### config.mk
export PLATFORM = sky130hd
export DESIGN_NAME = dmem_arbiter_flat
export DESIGN_NICKNAME = d
export VERILOG_FILES = /design/src/rtl/dmem_arbiter_if.sv /design/src/rtl/dmem_arbiter.sv /design/src/flat_wrapper.sv
export SDC_FILE = /design/constraint.sdc
export NUM_CORES = 1
export LEC_CHECK = 0
export BUFFER_PORTS_ARGS = -buffer_cell sky130_fd_sc_hd__buf_4
export CORE_MARGIN = 8
export CORE_UTILIZATION = 46
export DETAILED_ROUTE_END_ITERATION = 16
export GPL_ROUTABILITY_DRIVEN = 1
export PLACE_DENSITY = 0.81
export SLEW_MARGIN = 20
export SYNTH_ARGS = -nofsm -noshare
export SYNTH_HDL_FRONTEND = slang
export SYNTH_SLANG_ARGS = --single-unit
export TNS_END_PERCENT = 30
### constraint.sdc
create_clock -name clk_i -period 2.15 [get_ports clk_i]
set_input_delay 0.3225 -clock clk_i [delete_from_list [all_inputs] [get_ports clk_i]]
set_output_delay 0.3225 -clock clk_i [all_outputs]
set_load 0.02 [all_outputs]
### src/rtl/dmem_arbiter_if.sv
// Bundle of the CPU (C), debug (D) and memory (M) signals around the data-memory arbiter.
// Handshake: a requester raises *_req_i with stable we/addr/wdata and holds it until its one-cycle *_ack_o.
interface dmem_arbiter_if #(
  parameter int ADDR_W = 32,
  parameter int DATA_W = 32
) ();
  logic              start_i;
  logic              c_req_i;
  logic              c_we_i;
  logic [ADDR_W-1:0] c_addr_i;
  logic [DATA_W-1:0] c_wdata_i;
  logic [DATA_W-1:0] c_rdata_o;
  logic              c_ack_o;
  logic              stall_o;
  logic              d_req_i;
  logic              d_we_i;
  logic [ADDR_W-1:0] d_addr_i;
  logic [DATA_W-1:0] d_wdata_i;
  logic [DATA_W-1:0] d_rdata_o;
  logic              d_ack_o;
  logic [ADDR_W-1:0] m_addr_o;
  logic [DATA_W-1:0] m_wdata_o;
  logic              m_read_o;
  logic              m_write_o;
  logic [DATA_W-1:0] m_rdata_i;

  modport slave (
    input  start_i, c_req_i, c_we_i, c_addr_i, c_wdata_i,
           d_req_i, d_we_i, d_addr_i, d_wdata_i, m_rdata_i,
    output c_rdata_o, c_ack_o, stall_o, d_rdata_o, d_ack_o,
           m_addr_o, m_wdata_o, m_read_o, m_write_o
  );

  modport master (
    output start_i, c_req_i, c_we_i, c_addr_i, c_wdata_i,
           d_req_i, d_we_i, d_addr_i, d_wdata_i, m_rdata_i,
    input  c_rdata_o, c_ack_o, stall_o, d_rdata_o, d_ack_o,
           m_addr_o, m_wdata_o, m_read_o, m_write_o
  );
endinterface

### src/rtl/dmem_arbiter.sv
// Two-port (CPU / debug) data-memory arbiter: one access in flight, fixed strobe latency, CPU stall.
// DMEM_ARB_CPU_PRIO_EN selects fixed CPU priority instead of round-robin.
module dmem_arbiter #(
  parameter int ADDR_W      = 32,
  parameter int DATA_W      = 32,
  parameter int MEM_LATENCY = 2
) (
  input  logic         clk_i,
  input  logic         rst_i,
  output logic [1:0]   dbg_state_o,
  dmem_arbiter_if.slave bus
);

  typedef enum logic [1:0] {
    S_IDLE   = 2'd0,
    S_ACCESS = 2'd1,
    S_DONE   = 2'd2
  } state_t;

  localparam logic [3:0] CNT_INIT = 4'(MEM_LATENCY - 1);

  state_t            state_q, state_d;
  logic [3:0]        cnt_q, cnt_d;
  logic              gnt_q, gnt_d;        // 1 = debug port owns the access
  logic              we_q, we_d;
  logic [ADDR_W-1:0] addr_q, addr_d;
  logic [DATA_W-1:0] wdata_q, wdata_d;
  logic [DATA_W-1:0] c_rdata_q, c_rdata_d;
  logic [DATA_W-1:0] d_rdata_q, d_rdata_d;
  logic              pick_d;
`ifndef DMEM_ARB_CPU_PRIO_EN
  logic              last_d_q, last_d_d;
`endif

  always_ff @(posedge clk_i or negedge rst_i) begin
    if (!rst_i) begin
      state_q   <= S_IDLE;
      cnt_q     <= '0;
      gnt_q     <= 1'b0;
      we_q      <= 1'b0;
      addr_q    <= '0;
      wdata_q   <= '0;
      c_rdata_q <= '0;
      d_rdata_q <= '0;
`ifndef DMEM_ARB_CPU_PRIO_EN
      last_d_q  <= 1'b1;
`endif
    end else begin
      state_q   <= state_d;
      cnt_q     <= cnt_d;
      gnt_q     <= gnt_d;
      we_q      <= we_d;
      addr_q    <= addr_d;
      wdata_q   <= wdata_d;
      c_rdata_q <= c_rdata_d;
      d_rdata_q <= d_rdata_d;
`ifndef DMEM_ARB_CPU_PRIO_EN
      last_d_q  <= last_d_d;
`endif
    end
  end

  always_comb begin
    state_d   = state_q;
    cnt_d     = cnt_q;
    gnt_d     = gnt_q;
    we_d      = we_q;
    addr_d    = addr_q;
    wdata_d   = wdata_q;
    c_rdata_d = c_rdata_q;
    d_rdata_d = d_rdata_q;
`ifdef DMEM_ARB_CPU_PRIO_EN
    pick_d    = bus.d_req_i & ~bus.c_req_i;
`else
    last_d_d  = last_d_q;
    // On a tie the port that did not own the previous access wins.
    pick_d    = bus.d_req_i & (~bus.c_req_i | ~last_d_q);
`endif
    case (state_q)
      S_IDLE: begin
        if (bus.start_i && (bus.c_req_i || bus.d_req_i)) begin
          gnt_d   = pick_d;
          we_d    = pick_d ? bus.d_we_i    : bus.c_we_i;
          addr_d  = pick_d ? bus.d_addr_i  : bus.c_addr_i;
          wdata_d = pick_d ? bus.d_wdata_i : bus.c_wdata_i;
          cnt_d   = CNT_INIT;
          state_d = S_ACCESS;
        end
      end
      S_ACCESS: begin
        if (cnt_q == 4'd0) begin
          if (!we_q) begin
            if (gnt_q) d_rdata_d = bus.m_rdata_i;
            else       c_rdata_d = bus.m_rdata_i;
          end
          state_d = S_DONE;
        end else begin
          cnt_d = cnt_q - 4'd1;
        end
      end
      S_DONE: begin
`ifndef DMEM_ARB_CPU_PRIO_EN
        last_d_d = gnt_q;
`endif
        state_d = S_IDLE;
      end
      default: state_d = S_IDLE;
    endcase
  end

  assign bus.m_addr_o  = addr_q;
  assign bus.m_wdata_o = wdata_q;
  assign bus.m_read_o  = (state_q == S_ACCESS) & ~we_q;
  assign bus.m_write_o = (state_q == S_ACCESS) &  we_q;
  assign bus.c_ack_o   = (state_q == S_DONE) & ~gnt_q;
  assign bus.d_ack_o   = (state_q == S_DONE) &  gnt_q;
  assign bus.c_rdata_o = c_rdata_q;
  assign bus.d_rdata_o = d_rdata_q;
  assign bus.stall_o   = bus.c_req_i & ~bus.c_ack_o;
  assign dbg_state_o   = state_q;

endmodule

### src/flat_wrapper.sv
// flat-port wrapper written by rule: the top's interface ports become plain ports
module dmem_arbiter_flat 
#(
  parameter int ADDR_W      = 32,
  parameter int DATA_W      = 32,
  parameter int MEM_LATENCY = 2
)
  (clk_i, rst_i, dbg_state_o, bus_start_i, bus_c_req_i, bus_c_we_i, bus_c_addr_i, bus_c_wdata_i, bus_d_req_i, bus_d_we_i, bus_d_addr_i, bus_d_wdata_i, bus_m_rdata_i, bus_c_rdata_o, bus_c_ack_o, bus_stall_o, bus_d_rdata_o, bus_d_ack_o, bus_m_addr_o, bus_m_wdata_o, bus_m_read_o, bus_m_write_o);
  dmem_arbiter_if #(.ADDR_W(ADDR_W), .DATA_W(DATA_W)) bus_i ();
  input  logic clk_i;
  input  logic rst_i;
  output logic [1:0] dbg_state_o;
  input wire logic [$bits(bus_i.start_i)-1:0] bus_start_i;
  input wire logic [$bits(bus_i.c_req_i)-1:0] bus_c_req_i;
  input wire logic [$bits(bus_i.c_we_i)-1:0] bus_c_we_i;
  input wire logic [$bits(bus_i.c_addr_i)-1:0] bus_c_addr_i;
  input wire logic [$bits(bus_i.c_wdata_i)-1:0] bus_c_wdata_i;
  input wire logic [$bits(bus_i.d_req_i)-1:0] bus_d_req_i;
  input wire logic [$bits(bus_i.d_we_i)-1:0] bus_d_we_i;
  input wire logic [$bits(bus_i.d_addr_i)-1:0] bus_d_addr_i;
  input wire logic [$bits(bus_i.d_wdata_i)-1:0] bus_d_wdata_i;
  input wire logic [$bits(bus_i.m_rdata_i)-1:0] bus_m_rdata_i;
  output wire logic [$bits(bus_i.c_rdata_o)-1:0] bus_c_rdata_o;
  output wire logic [$bits(bus_i.c_ack_o)-1:0] bus_c_ack_o;
  output wire logic [$bits(bus_i.stall_o)-1:0] bus_stall_o;
  output wire logic [$bits(bus_i.d_rdata_o)-1:0] bus_d_rdata_o;
  output wire logic [$bits(bus_i.d_ack_o)-1:0] bus_d_ack_o;
  output wire logic [$bits(bus_i.m_addr_o)-1:0] bus_m_addr_o;
  output wire logic [$bits(bus_i.m_wdata_o)-1:0] bus_m_wdata_o;
  output wire logic [$bits(bus_i.m_read_o)-1:0] bus_m_read_o;
  output wire logic [$bits(bus_i.m_write_o)-1:0] bus_m_write_o;
  assign bus_i.start_i = bus_start_i;
  assign bus_i.c_req_i = bus_c_req_i;
  assign bus_i.c_we_i = bus_c_we_i;
  assign bus_i.c_addr_i = bus_c_addr_i;
  assign bus_i.c_wdata_i = bus_c_wdata_i;
  assign bus_i.d_req_i = bus_d_req_i;
  assign bus_i.d_we_i = bus_d_we_i;
  assign bus_i.d_addr_i = bus_d_addr_i;
  assign bus_i.d_wdata_i = bus_d_wdata_i;
  assign bus_i.m_rdata_i = bus_m_rdata_i;
  assign bus_c_rdata_o = bus_i.c_rdata_o;
  assign bus_c_ack_o = bus_i.c_ack_o;
  assign bus_stall_o = bus_i.stall_o;
  assign bus_d_rdata_o = bus_i.d_rdata_o;
  assign bus_d_ack_o = bus_i.d_ack_o;
  assign bus_m_addr_o = bus_i.m_addr_o;
  assign bus_m_wdata_o = bus_i.m_wdata_o;
  assign bus_m_read_o = bus_i.m_read_o;
  assign bus_m_write_o = bus_i.m_write_o;
  dmem_arbiter #(.ADDR_W(ADDR_W), .DATA_W(DATA_W), .MEM_LATENCY(MEM_LATENCY)) u_core (.clk_i(clk_i), .rst_i(rst_i), .dbg_state_o(dbg_state_o), .bus(bus_i));
endmodule
==> results of run 1 <==
## state kept, by name (all words and copies together) (netlist names)
register	flops
u_core.bus.c_rdata_o	32
u_core.bus.d_rdata_o	32
u_core.bus.m_addr_o	32
u_core.bus.m_wdata_o	32
u_core.cnt_q	4
u_core.dbg_state_o	2
u_core.gnt_q	1
u_core.last_d_q	1
u_core.we_q	1
## worst paths after layout
path                                                       from                              endpoint  slack (ns)  cells past startpoint
min reg2reg                u_core.bus.c_rdata_o[17]$_DFFE_PN0P_  u_core.bus.c_rdata_o[17]$_DFFE_PN0P_        0.49                      1
min                                           bus_m_rdata_i[20]  u_core.bus.c_rdata_o[20]$_DFFE_PN0P_        0.13                      2
max reg2reg                         u_core.cnt_q[0]$_DFFE_PN0P_  u_core.bus.c_rdata_o[11]$_DFFE_PN0P_        0.21                      6
max                                 u_core.cnt_q[0]$_DFFE_PN0P_  u_core.bus.c_rdata_o[11]$_DFFE_PN0P_        0.21                      6
max in group asynchronous                                 rst_i  u_core.bus.d_rdata_o[26]$_DFFE_PN0P_        1.06                      3
min in group asynchronous                                 rst_i    u_core.bus.m_addr_o[6]$_DFFE_PN0P_        0.41                      2
## critical path, delay by kind of cell (launching register included)
| family | cells | cell delay (ns) |
|---|---|---|
| flip-flops | 1 | 0.38 |
| AND/OR/NAND/NOR | 2 | 0.53 |
| multiplexers | 1 | 0.36 |
| buffers and inverters | 2 | 0.34 |
| adder cells (fa/ha/maj) | 1 | 0.18 |
## cells in the final DEF (no fill, tap or decap), types with 2 or more instances in the layout
cell type / Yosys / routed
sky130_fd_sc_hd__a21oi_1: 131 / 131
sky130_fd_sc_hd__buf_12: 0 / 5
sky130_fd_sc_hd__buf_4: 5 / 313
sky130_fd_sc_hd__clkbuf_1: 15 / 3
sky130_fd_sc_hd__clkbuf_16: 0 / 17
sky130_fd_sc_hd__clkinv_2: 0 / 4
sky130_fd_sc_hd__clkinv_4: 0 / 2
sky130_fd_sc_hd__clkinvlp_4: 0 / 3
sky130_fd_sc_hd__dfrtp_1: 136 / 136
sky130_fd_sc_hd__ha_1: 2 / 2
sky130_fd_sc_hd__inv_1: 4 / 4
sky130_fd_sc_hd__mux2_1: 26 / 26
sky130_fd_sc_hd__mux2_2: 38 / 38
sky130_fd_sc_hd__mux2i_1: 65 / 65
sky130_fd_sc_hd__nand2_1: 2 / 2
sky130_fd_sc_hd__nand2b_1: 2 / 2
sky130_fd_sc_hd__nor2_1: 3 / 3
sky130_fd_sc_hd__nor2b_1: 2 / 2
sky130_fd_sc_hd__nor3_1: 2 / 2
sky130_fd_sc_hd__nor3b_2: 3 / 2
sky130_fd_sc_hd__o2bb2ai_1: 2 / 2
## metal layers
layer / global-route usage (%) / up-vias / share of wire [%]
met5: 0 / - / 0
met4: 8.85 / 0 / 2.4
met3: 7.78 / 32 / 8.8
met2: 39.1 / 242 / 51
met1: 25.4 / 2414 / 38
li1: - / 2297 / -
## repair_timing
action | in CTS | in global routing
hold buffers | 1 | 0
hold endpoints to repair | 33 | 0
resized for setup | 0 | 0
## power breakdown
part	internal (mW)	switching [mW]	leakage, nW
clock	1.62	1.07	0.263
sequential	3.81	0.751	1.60
combinational	2.69	3.38	2.53
total	8.11	5.20	4.39
## metrics by stage
stage               hold WS (ns)  cells  cell area, sq um  util (%)
floorplan                 0.0269    468              5870         -
global placement           0.312    923              8390      66.7
detailed placement         0.325    923              8390      66.7
CTS                        0.120    956              8950      71.2
global route               0.125    956              8950      71.2
finish                     0.134    956              8950      71.2
## kinds of logic after synthesis
logic type | synth area share [%]
compound gates | 12.1
simple gates | 2.49
flops | 58.4
xor+xnor | 0.149
mux | 23.3
buf+inv | 3.13
fa+ha+maj | 0.426
## cell type report
type,count,area (sq um)
Clock buffer,21,450
Clock inverter,11,98.8
Fill cell,883,3620
Inverter,4,15.0
Multi-Input combinational cell,292,2280
Sequential cell,137,3430
Tap cell,172,215
Timing Repair Buffer,319,2460
==> run summary, run 1 <==
The floorplan step set the die height to 129 um. The signal on the critical path passes through inv_1, ha_1, nor3b_2, and3_1, buf_12, mux2_1. Counting every instance in the synthesized netlist gives 468. For the pin with the worst max-slew slack, the measured transition is 0.512 ns. Input and output buffers added on the ports amount to 301. For the overall global routing resource usage, the log shows 22.7%.

The worst hold path belongs to the class in2reg. Across all setup checks in the final design, the least slack found is 0.206 ns. The count of antenna diodes in the layout is 0.

The tools report the largest net degree at the start of global routing as 57. The commonest cells after synthesis are 136 x sky130_fd_sc_hd__dfrtp_1, 131 x sky130_fd_sc_hd__a21oi_1, 65 x sky130_fd_sc_hd__mux2i_1. For the max-slew violation total from the final report, the log shows 0. Clock tree synthesis inserted a total of 17 buffers.

Highest cell delay on the worst timing path: 0.38 ns. The first-pass GRT wire length came out at 29,000 um. The buffer depth of the longest clock path is 2, and the fraction of final layout cells with drive strength greater than 1 is 50.1%. The final layout contains 940 nets. Summing the sequential cell areas from Yosys gives 58.4% of the chip area. The number of buffers added for setup after CTS came out at 0.

The average wire length per cell after detail routing was 19.9 um; the number of top-level pins was 302. Number of levels the H-tree was split into: 4. The worst setup path is of the reg2reg kind. The tree built by TritonCTS fans out to 137 sinks.

Sum of internal, switching and leakage power: 13.3 mW. The routed via count divided by cell count is 5.21, and the total congestion overflow after global routing is 0. After detailed routing, the total wire length is 19,100 um. Across the routed clock network, the largest skew measured is 0.00870 ns. The worst setup path is launched from a flop. After synthesis, the cell types taking the most area are sky130_fd_sc_hd__dfrtp_1 58%, sky130_fd_sc_hd__a21oi_1 11%, sky130_fd_sc_hd__mux2i_1 11%. The run gives 46.7% as the effective utilization at floorplan. Timing would allow up to 514 MHz.

The kind of end point of the critical path was a flop. The post-detailed-route DRC marker count is 0. Summed over all failing endpoints, the final setup total negative slack is 0 ns. For the worst setup path, the data required time is 2.44 ns.

The floorplan step defined a die boundary enclosing 0.0166 sq mm. Setup violations remaining at the end of the flow were counted as 0. The reported max-cap violation count is 0. The largest total area in the synthesized netlist belongs to sky130_fd_sc_hd__dfrtp_1. Yosys printed 0 warnings. Before antenna repair, the detailed router went through 4 iterations.

TritonCTS built the clock tree. The largest individual stage delay along the critical path comes from the cell sky130_fd_sc_hd__dfrtp_1. Setup repair after global routing left no endpoint under its margin. Post-route minimum period: 1.94 ns. At the end of routability-driven placement, the weighted congestion stood at 0.817. The number of antenna violations at the first check in global routing was 0. The run finished with clean final reports.

The cell row count came out at 41. The die is 129 um wide. The first routing iteration left 192 violations. After clock tree synthesis, the clock-pin slew on the worst setup and hold paths is 0.06 ns. In this run the worst path has a maximum fanout of 32. Among all flip-flop cells after synthesis, the most frequent one is sky130_fd_sc_hd__dfrtp_1. The run gives 2.23 ns as the data arrival time of the critical path. HPWL after detailed placement: 14,200 um. The most common cell in the synthesized netlist is sky130_fd_sc_hd__dfrtp_1. The worst vdd rail ir drop came out at 0.637 mV.

Headroom to the max-slew limit came out at 65.9%. The mean post-synth cell area was 12.6 sq um. In this run the static leakage power is 4.39 nW. The via count of the first global-routing pass is 5,386. For this design the ratio of total power to cell area is 1490 mW/mm^2. The routed layout has 4,985 vias.

The area growth from synthesis to layout is 52.3%. In this run the biggest area consumer among cell types represents 57.9% of the synthesized area. Before CTS, the worst setup slack after placement is 0.250 ns.

Counting flops with an async set or reset pin after synthesis yields a share of 100%. Summing every instance area after synthesis gives 0.00587 sq mm. Cell chosen for the clock root: sky130_fd_sc_hd__clkbuf_16. The synthesized design contains 0 enable-type register cells. Once detail routing completed, the nets flagged for antenna violations numbered 0.

For the distinct cell type count after synthesis, the log shows 31. The core region is 0.0126 sq mm. The number of nets produced by synthesis was 637; the part of the cycle the worst path needs was 90.4%. The final count of hold timing violations is 0, and the flip-flop and latch count after synthesis is 137.

Clock latency reported for the late side of the worst-skew pair: 0.42 ns.
No activity file was read; power rests on OpenSTA's default activity.
==> run 2, diff against run 1 <==
--- a/config.mk
+++ b/config.mk
@@ -6,11 +6,11 @@
 export NUM_CORES = 1
 export LEC_CHECK = 0
 export BUFFER_PORTS_ARGS = -buffer_cell sky130_fd_sc_hd__buf_4
-export CORE_MARGIN = 8
-export CORE_UTILIZATION = 46
+export CORE_AREA = 2 2 117 119
 export DETAILED_ROUTE_END_ITERATION = 16
+export DIE_AREA = 0 0 119 121
 export GPL_ROUTABILITY_DRIVEN = 1
-export PLACE_DENSITY = 0.81
+export PLACE_DENSITY = 0.79
 export SLEW_MARGIN = 20
 export SYNTH_ARGS = -nofsm -noshare
 export SYNTH_HDL_FRONTEND = slang
==> run summary, run 2 (synthesis results as in run 1) <==
The run gives 0 (unchanged) as the reported max-cap violation count. The maximum fanout along the worst path came out at 32 (unchanged). The fraction of final layout cells with drive strength greater than 1 was 50.3% (was 50.1%). The logs give 0.253 ns (was 0.206 ns) for the setup slack of the critical path after layout and 12,500 um (was 14,200 um) for the HPWL after detailed placement. The pin slew with the least headroom to its limit is 0.456 ns (was 0.512 ns). For the utilization of the core after routing, the log shows 68.4% (was 71.2%). Final count of hold timing violations: 0 (unchanged). Worst min-delay path class: in2reg (unchanged). Number of antenna violations at the first check in global routing: 0 (unchanged). Buffer depth of the longest clock path: 2 (unchanged). The cell chosen for the clock root is sky130_fd_sc_hd__clkbuf_16 (unchanged). Post-detailed-route DRC marker count: 0 (unchanged). The type of origin of the critical path is a flop (unchanged). The worst slack at placement came out at 0.258 ns (was 0.250 ns).

The final instance area was 0.00895 sq mm (unchanged); the total congestion overflow after global routing was 0 (unchanged). The tools report the count of antenna diodes in the layout as 0 (unchanged). The detailed-route wire length on metal 1 was 6480 um (was 7240 um); the signed area change from the synthesized netlist to the final layout was 52.3% (unchanged). Top routing layer in use: met4 (unchanged). The via count of the first global-routing pass was 5,308 (was 5,386); the power density relative to cell area was 1480 mW/mm^2 (was 1490 mW/mm^2). The sum of routed wire length over all layers was 16,800 um (was 19,100 um). The number of buffers added for setup after CTS came out at 0 (unchanged). The run gives 2.44 ns (about the same) as the endpoint required time on the critical path. The number of search-and-repair iterations in the first detailed-routing pass was 4 (unchanged).

The clock latency reported for the late side of the worst-skew pair came out at 0.41 ns (was 0.42 ns). First-pass GRT wire length: 26,700 um (was 29,000 um). Highest-count cells in the layout ignoring fill and taps: 309 x sky130_fd_sc_hd__buf_4, 136 x sky130_fd_sc_hd__dfrtp_1, 131 x sky130_fd_sc_hd__a21oi_1 (was 313 x sky130_fd_sc_hd__buf_4, 136 x sky130_fd_sc_hd__dfrtp_1, 131 x sky130_fd_sc_hd__a21oi_1). Total of buffers placed on input and output ports: 301 (unchanged). The routed via count divided by cell count is 5.16 (was 5.21). The most common library cell in the layout ignoring fill and taps is sky130_fd_sc_hd__buf_4 (unchanged).

The part of the cycle the worst path needs came out at 88.2% (was 90.4%). The tools report the wire length on met2 as 8790 um (was 9680 um). The tools report the kind of end point of the critical path as a flop (unchanged).

For the effective utilization at floorplan, the log shows 44.9% (was 46.7%). The total negative slack for setup checks is 0 ns (unchanged), and the horizontal extent of the die is 119 um (was 129 um). The tools report the sum of internal, switching and leakage power as 13.3 mW (about the same). The total clock buffers created by CTS was 17 (unchanged); the die footprint was 0.0144 sq mm (was 0.0166 sq mm). The logs give 4.38 nW (was 4.39 nW) for the cell leakage power and 0.713 mV (was 0.637 mV) for the worst vdd rail ir drop. The logs give 2.19 ns (was 2.23 ns) for the data arrival time of the critical path and 954 (was 883) for the number of filler instances in the final layout. Setup repair after global routing left no endpoint under its margin. The number of top-level pins is 302 (unchanged).

Category of the critical setup timing path: reg2reg (unchanged). The run gives 23.8% (was 22.7%) as the overall global routing resource usage. The cell row count came out at 42 (was 41). TritonCTS sink count: 137 (unchanged). The flow ran to the end, and the final reports show no timing, DRC or antenna violations. The run gives 69.6% (was 65.9%) as the relative slew slack. The clock slew at the register clock pins of the worst setup and hold paths is 0.06 ns (about the same), and the sum of met3 wire segment lengths after detailed routing is 1230 um (was 1670 um). The post-route minimum period was 1.90 ns (was 1.94 ns). The number of design-rule violations left by the first detailed-router iteration is 305 (was 192). The tools report the maximum clock frequency as 527 MHz (was 514 MHz).

The number of vias in the routed layout was 4,935 (was 4,985); the weighted congestion reported at the end of routability-driven placement was 0.800 (was 0.817). The number of levels the H-tree was split into was 4 (unchanged); the vertical extent of the die was 121 um (was 129 um). The run gives 63 (was 57) as the largest net degree at the start of global routing. The logs give 0 (unchanged) for the post-detailed-route count of antenna-violating nets and 936 (was 940) for the number of nets at the end of the flow. The core area came out at 0.0131 sq mm (was 0.0126 sq mm). The placement-stage cell area was 0.00836 sq mm (was 0.00839 sq mm). Largest clock skew in the final design: 0.00634 ns (was 0.00870 ns). Max-slew violation total from the final report: 0 (unchanged). The average wire length per cell after detail routing is 17.6 um (was 19.9 um). TritonCTS built the clock tree. The number of failing setup endpoints in the final timing report is 0 (unchanged).
run 2: cell count changes in the layout (fill, tap and decap cells not counted), sizes merged:
cell      before  now
buf          318  314
clkbuf        21   19
clkinvlp       3    4
inv            5    6
run 2: layer usage:
metal	vias up	track usage, %
met5	-	0
met4	0	8.18
met3	26	7.19
met2	230	41.8
met1	2384	27.9
li1	2295	-
run 2: where the power goes:
group / total (mW) / leakage (nW) / internal, mW / switching, mW
clock network: 2.78 / 0.273 / 1.66 / 1.13
registers: 4.54 / 1.60 / 3.80 / 0.740
logic: 5.95 / 2.51 / 2.68 / 3.26
run 2: timing repair:
item,CTS,global route
resized for setup,0,0
hold buffers,1,0
hold endpoints to repair,19,0
run 2: path summary, 6_finish.rpt:
| check | start | end | slack [ns] | depth (start not counted) |
|---|---|---|---|---|
| worst min register to register | u_core.bus.c_rdata_o[24]$_DFFE_PN0P_ | u_core.bus.c_rdata_o[24]$_DFFE_PN0P_ | 0.49 | 1 |
| worst min-delay path | bus_m_rdata_i[6] | u_core.bus.d_rdata_o[6]$_DFFE_PN0P_ | 0.14 | 2 |
| worst max-delay path | u_core.cnt_q[0]$_DFFE_PN0P_ | u_core.bus.c_rdata_o[15]$_DFFE_PN0P_ | 0.25 | 6 |
| max in group asynchronous | rst_i | u_core.last_d_q$_DFFE_PN1N_ | 1.04 | 3 |
| min in group asynchronous | rst_i | u_core.bus.d_rdata_o[16]$_DFFE_PN0P_ | 0.35 | 2 |
| worst max register to register | u_core.cnt_q[0]$_DFFE_PN0P_ | u_core.bus.c_rdata_o[15]$_DFFE_PN0P_ | 0.25 | 6 |
run 2: area by class of cell:
cell class / count / area [sq um] / area share, %
inverters: 4 / 15.0 / 0.168
clock inverters: 13 / 121 / 1.36
well taps: 176 / 220 / 2.46
repair buffers: 315 / 2430 / 27.2
multi-input cells: 292 / 2280 / 25.5
flip-flops and latches: 137 / 3430 / 38.3
clock buffers: 19 / 453 / 5.06
run 2: stage by stage:
stage,hold slack (ns),cells
after floorplan,0.0269,468
after global placement,0.220,923
after detailed placement,0.224,923
after CTS,0.122,956
after global routing,0.119,956
final,0.141,956
run 2: worst max-delay path: stages (launching register included):
cell                      delay, ns
sky130_fd_sc_hd__dfrtp_1       0.38
sky130_fd_sc_hd__inv_1         0.12
sky130_fd_sc_hd__ha_1          0.18
sky130_fd_sc_hd__nor3b_2       0.26
sky130_fd_sc_hd__and3_1        0.25
sky130_fd_sc_hd__buf_12        0.23
sky130_fd_sc_hd__mux2_1        0.35
